`config.mk`:
```
export PLATFORM = sky130hd
export DESIGN_NAME = scanline_shader
export DESIGN_NICKNAME = d
export VERILOG_FILES = /design/src/rtl/scanline_shader.sv
export SDC_FILE = /design/constraint.sdc
export NUM_CORES = 1
export LEC_CHECK = 0
export ABC_AREA = 1
export CAP_MARGIN = 20
export CORE_AREA = 3 3 85 87
export CTS_CLUSTER_DIAMETER = 60
export CTS_CLUSTER_SIZE = 10
export DETAILED_ROUTE_END_ITERATION = 8
export DIE_AREA = 0 0 88 90
export GPL_TIMING_DRIVEN = 0
export PLACE_DENSITY_LB_ADDON = 0.1
export SYNTH_ARGS = -nofsm -noshare
export SYNTH_HDL_FRONTEND = slang
export SYNTH_SLANG_ARGS = --single-unit
```
`constraint.sdc`:
```
create_clock -name clk_sys -period 2.5 [get_ports clk_sys]
set_input_delay 0.625 -clock clk_sys [delete_from_list [all_inputs] [get_ports clk_sys]]
set_output_delay 0.625 -clock clk_sys [all_outputs]
set_load 0.005 [all_outputs]
```
`src/rtl/scanline_shader.sv`:
```
// Scanline shader: darkens every odd output line of the doubled video stream by a frame-latched amount.
// Two ce_pix pipeline stages; rgb, syncs, blanks and line parity all leave with identical latency.
module scanline_shader #(
    parameter int DW = 8
) (
    input  logic          clk_sys,
    input  logic          reset_n,
    input  logic          ce_pix,
    input  logic [1:0]    scanlines,
    input  logic          hs_in,
    input  logic          vs_in,
    input  logic          hb_in,
    input  logic          vb_in,
    input  logic [DW-1:0] r_in,
    input  logic [DW-1:0] g_in,
    input  logic [DW-1:0] b_in,
    output logic          hs_out,
    output logic          vs_out,
    output logic          hb_out,
    output logic          vb_out,
    output logic [DW-1:0] r_out,
    output logic [DW-1:0] g_out,
    output logic [DW-1:0] b_out,
    output logic          line_odd
);

    logic                 hs_d, vs_d;
    logic                 parity;
    logic [1:0]           mode;

    logic                 hs_fall, vs_rise;
    logic                 parity_next;
    logic [1:0]           mode_next;

    logic [2:0][DW-1:0]   in_c;
    logic [2:0][DW-1:0]   s1_c, s1_h, s1_q;
    logic                 s1_hs, s1_vs, s1_hb, s1_vb;
    logic                 s1_blank, s1_dark, s1_odd;
    logic [1:0]           s1_mode;

    logic [2:0][DW-1:0]   out_c;
    logic [2:0][DW-1:0]   shaded;

    assign in_c = {b_in, g_in, r_in};

    // Edge events of this ce; a vsync rise overrides a coincident hsync fall so the new frame starts even.
    always_comb begin
        hs_fall     = hs_d & ~hs_in;
        vs_rise     = ~vs_d & vs_in;
        parity_next = parity;
        mode_next   = mode;
        if (vs_rise) begin
            parity_next = 1'b0;
            mode_next   = scanlines;
        end else if (hs_fall) begin
            parity_next = ~parity;
        end
    end

    function automatic logic [DW-1:0] shade(input logic [DW-1:0] c,
                                            input logic [DW-1:0] ch,
                                            input logic [DW-1:0] cq,
                                            input logic          blank,
                                            input logic          dark,
                                            input logic [1:0]    m);
        shade = c;
        if (blank) begin
            shade = '0;
        end else if (dark) begin
            case (m)
                2'd1:    shade = c - cq;
                2'd2:    shade = ch;
                2'd3:    shade = cq;
                default: shade = c;
            endcase
        end
    endfunction

    always_comb begin
        shaded = '0;
        for (int i = 0; i < 3; i++) begin
            shaded[i] = shade(s1_c[i], s1_h[i], s1_q[i], s1_blank, s1_dark, s1_mode);
        end
    end

    always_ff @(posedge clk_sys or negedge reset_n) begin
        if (!reset_n) begin
            hs_d     <= 1'b0;
            vs_d     <= 1'b0;
            parity   <= 1'b0;
            mode     <= 2'd0;
            s1_c     <= '0;
            s1_h     <= '0;
            s1_q     <= '0;
            s1_hs    <= 1'b0;
            s1_vs    <= 1'b0;
            s1_hb    <= 1'b0;
            s1_vb    <= 1'b0;
            s1_blank <= 1'b0;
            s1_dark  <= 1'b0;
            s1_odd   <= 1'b0;
            s1_mode  <= 2'd0;
            out_c    <= '0;
            hs_out   <= 1'b0;
            vs_out   <= 1'b0;
            hb_out   <= 1'b0;
            vb_out   <= 1'b0;
            line_odd <= 1'b0;
        end else if (ce_pix) begin
            hs_d     <= hs_in;
            vs_d     <= vs_in;
            parity   <= parity_next;
            mode     <= mode_next;

            for (int i = 0; i < 3; i++) begin
                s1_c[i] <= in_c[i];
                s1_h[i] <= in_c[i] >> 1;
                s1_q[i] <= in_c[i] >> 2;
            end
            s1_hs    <= hs_in;
            s1_vs    <= vs_in;
            s1_hb    <= hb_in;
            s1_vb    <= vb_in;
            s1_blank <= hb_in | vb_in;
            s1_dark  <= parity_next & (mode_next != 2'd0);
            s1_odd   <= parity_next;
            s1_mode  <= mode_next;

            out_c    <= shaded;
            hs_out   <= s1_hs;
            vs_out   <= s1_vs;
            hb_out   <= s1_hb;
            vb_out   <= s1_vb;
            line_odd <= s1_odd;
        end
    end

    assign r_out = out_c[0];
    assign g_out = out_c[1];
    assign b_out = out_c[2];

endmodule

```
# Word level (Yosys, flattened, before mapping)
# Cells that the tools add are included.
[classes]
addsub = 3
multipliers = 0
div = 0
n_lt_le_gt_ge = 0
eq_ne = 3
n_shift = 0
mux = 12
n_bitwise = 7
n_reduce_logical = 1
[op_table]
columns = ["op", "n"]
rows = [
  ["case mux 8 bit (3 select lines)", 3],
  ["2-to-1 mux 8 bit", 6],
  ["subtractor 8 x 6 -> 8 bit", 3],
  ["equality test 2 bit (second input constant)", 2],
  ["bitwise AND 1 bit", 3],
  ["inverter 1 bit", 3],
  ["equality test 2 x 1 -> 1 bit (second input constant)", 1],
  ["2-to-1 mux 1 bit", 2],
  ["2-to-1 mux 2 bit", 1],
  ["nonzero test 2 bit", 1],
  ["bitwise OR 1 bit", 1],
]
[word_totals]
regBits = 101
latchBits = 0
ramBits = 0
rom_bits = 0
input_bits = 33
out_inout_bits = 29
elab_cells = 51
n_memories = 0

# Depth between registers and ports, before layout
[depth]
depth_word = 5
mapped_depth = 11
depth_no_buf = 11

# Worst setup path after synthesis
# OpenSTA, ideal clock, no wires.
[synth_path]
kind = "reg-to-reg"
startpoint = "register s1_c[16] (netlist name)"
endpoint = "register out_c, in the netlist b_out[2]"
setup_time_ps = 123
arrival_time_ps = 1450
required_ps = 2377
path_slack_ps = 926
path_stages_with_launch = 9
path_buffers = 0
period_less_slack_ps = 1574
cell_sequence = "dfrtp_1 > inv_1 > ha_1 > inv_1 > fa_1 > nor2_1 > nor2_1 > a211oi_1 > o21ai_1"
[synth_via]
elab_chain_len = 4
[synth_rtl]
columns = ["item", "line_no", "text"]
rows = [
  ["start, declared", "36", "logic [2:0][DW-1:0] s1_c, s1_h, s1_q;"],
  ["start signal, assigned by index", "116", "s1_c[i] <= in_c[i];"],
  ["subtractor 8 x 6 -> 8 bit", "71", "2'd1: shade = c - cq;"],
  ["case mux 8 bit (3 select lines)", "70", "case (m)"],
  ["2-to-1 mux 8 bit", "69", "end else if (dark) begin"],
  ["2-to-1 mux 8 bit", "67", "if (blank) begin"],
  ["end signal, assigned", "103", "out_c <= '0;"],
  ["end signal, assigned", "129", "out_c <= shaded;"],
  ["end, declared", "41", "logic [2:0][DW-1:0] out_c;"],
]
# No other way between the ends.
# A chain may end at the register's enable or synchronous reset.

# Final worst setup path
[layout_path]
startpoint = "register out_c, in the netlist r_out[2]"
endpoint = "output port r_out[2]"
[layout_rtl]
columns = ["item", "line_no", "text"]
rows = [
  ["end, declared", "21", "output logic [DW-1:0] r_out,"],
]
# No word-level cell between the ends.

==> results.toml <==
[outcome]
status = "complete, no violations"

[timing]
final-hold-violation-count = 0
layout_setup_ws_ns = 0.644
tightest_slew_ns = 0.680
setup_viol = 0
finalClockSkew_ns = 0.00691
whs_ns = 0.252
slew_headroom_pct = 54.7
min_period_ns = 1.86
finalMaxSlewViolations = 0
finalCritPeriodShare_pct = 74.2
rsz0062_at_grt = "no"
timing.fmax_mhz = 539

[synth]
synth_cell_types = 28
synth_top_cell_area_share_pct = 41.2
synth_area_per_cell_um2 = 7.22
syn_inst = 521
yosys.cell_count.top_type = "nand2_1"
yosysWarnings = 0
synth.area.top_cells = "dfrtp_1, nand2_1, o21ai_0"
synth_nets = 575
ys_seq_elements = 62
synth_edf_count = 0
synthArstFlopShare_pct = 100
netlist_area_um2 = 3760
synth_ff_type = "dfrtp_1"
synth_common_cells = "nand2_1, dfrtp_1, inv_1"
ys_seq_area_share_pct = 41.2
synth_top_area_cell = "dfrtp_1"

[global_route]
overflow = 0
antenna_found_initial = 0
track_usage_pct = 28.3
grt_max_degree = 40
grt_pass1_vias = 3629
grt_pass1_wl_mm = 17.4

[clocking]
cts_root_buffer = "clkbuf_8"
clkTransAtPathRegs_ns = 0.08
cts_buffers = 9
ctsHoldBuffers = 0
cts.sinks = 62
cts_setup_buffers = 0
cts_resized = 0
cts_max_level = 3
cts_max_path_buffers = 2
cts_tree = "built"
clock_latency_ns = 0.35

[floorplanning]
core_um2 = 6420
ioPinCount = 62
initial_core_util_pct = 58.6
chipHeight_um = 90
fp.dieArea_um2 = 7920
die_x_um = 88
row_count = 29

[setup_path]
ff2ff_path_depth = 7
crit_buf_inv = 1
slowest_stage = "clkdlybuf4s50_1"
path_depth = 1
path_class = "flop to output port"
crit_path_start_kind = "flop"
crit_path_cell_trace = "clkdlybuf4s50_1"
critPathArrivalTime_ns = 1.23
cp.required_ns = 1.88
cpPeakStageDelay_ns = 0.52
endpoint_kind = "output port"
worst_path_dominant_cell_family = "buffers and inverters"
cp_max_fo = 2

[detailed_routing]
drt_iter0_drc = 279
drtPass1Iterations = 6
drc = 0
viasPerCell = 5.65
drt-total-wl_mm = 10.9
num_vias = 3816
postRouteAntennaNets = 0
wire_per_inst_um = 16.1

[layout]
multi_input_area_um2 = 1890
nFillCells = 522
layout.cells.non_filler = 675
layout-drive-gt1-share_pct = 6.19
seqCellArea_um2 = 1550
design_area_um2 = 4660
diodes = 0
nNetsFinal = 647
synthToLayoutAreaGrowth_pct = 23.9

[placed_design]
dp_hpwl_mm = 7.85
gp_congestion = 0.912
dp_slack_ns = 0.638
place_area_um2 = 4470
place_inst = 659
place.port_buffers = 60

[worst_hold_path]
hold_class = "input pin to asynchronous set/reset pin"

[pwr]
power_frac_comb_pct = 32.1
p_switching_mw = 1.09
powerDensity_nw_per_um2 = 660
power.internal_mw = 1.99
netSwitchingFraction_pct = 35.3
p_clk_share_pct = 28.3
peakVddDrop_mv = 0.363
leakagePower_nw = 2.33
power_frac_seq_pct = 39.5

[flow_run]
drv_cap = 0
## final timing paths
check | slack [ns] | end | start
setup / recovery | 0.64 | r_out[2] | r_out[2]
hold / removal | 0.25 | vs_out | reset_n
setup reg to reg | 0.68 | r_out[1] | s1_c[2]
hold reg to reg | 0.48 | r_out[1] | r_out[1]
max in group asynchronous | 1.63 | s1_c[14] | reset_n
min in group clk_sys | 0.48 | r_out[1] | r_out[1]
## cells in the final DEF, fill, tap and decap left out, drive strengths merged
cell | netlist | routed
nor3 | 3 | 3
o211ai | 5 | 5
a21o | 1 | 1
xnor2 | 2 | 2
nand2 | 193 | 193
o2111ai | 3 | 3
nor2 | 18 | 18
buf | 10 | 12
a211oi | 1 | 1
o221ai | 3 | 3
nand3 | 34 | 34
bufinv | 0 | 1
clkbuf | 8 | 17
o21ai | 73 | 73
inv | 58 | 58
clkdlybuf4s50 | 0 | 59
fa | 3 | 3
clkinvlp | 0 | 2
a21oi | 16 | 16
dfrtp | 62 | 62
nand4 | 7 | 7
ha | 18 | 18
and2 | 1 | 1
clkinv | 2 | 6
## power groups by stage
stage	logic [mW]	registers (mW)	clock network (mW)
finish	0.990	1.22	0.872
detailed placement	0.967	1.23	0
CTS	0.979	1.21	0.885
global placement	0.941	1.23	0
global route	1.10	1.23	0.924
floorplan	0.587	1.22	0
## metrics by stage
step,power [mW],setup TNS [ns],util (%)
6_report,3.08,0,72.6
5_1_grt,3.26,0,72.6
4_1_cts,3.08,0,72.6
3_5_place_dp,2.20,0,69.7
3_3_place_gp,2.17,-73.98,69.4
2_1_floorplan,1.80,0,-
## cells by family after synthesis
group | share of synthesized area (%)
buffers and inverters | 8.51
AOI/OAI and AO/OA | 14.6
DFF | 41.2
xor gates and xnor gates | 0.466
adders and majority gates | 7.58
and+or+nand+nor | 27.6
## cell type report
type,instances,share of cell area [%]
Multi-Input combinational cell,381,40.5
Sequential cell,62,33.3
Timing Repair Buffer,61,13.2
Inverter,60,4.83
Clock buffer,9,2.66
Tap cell,77,2.07
Buffer,18,2.04
Clock inverter,7,1.40
## flip-flops by register name, summed over array words and instances, names as in the netlist, 2 cells and up
register and count:
b_out 8, g_out 8, r_out 8, s1_c 24
s1_mode 2
## routing by layer
layer	track usage, %	wire [µm]	vias to the layer above
met5	0	0	-
met4	11.4	324	0
met3	5.67	946	38
met2	44.8	5010	188
met1	37.4	4590	1755
li1	-	-	1835
(Power assumes the default switching activity.)
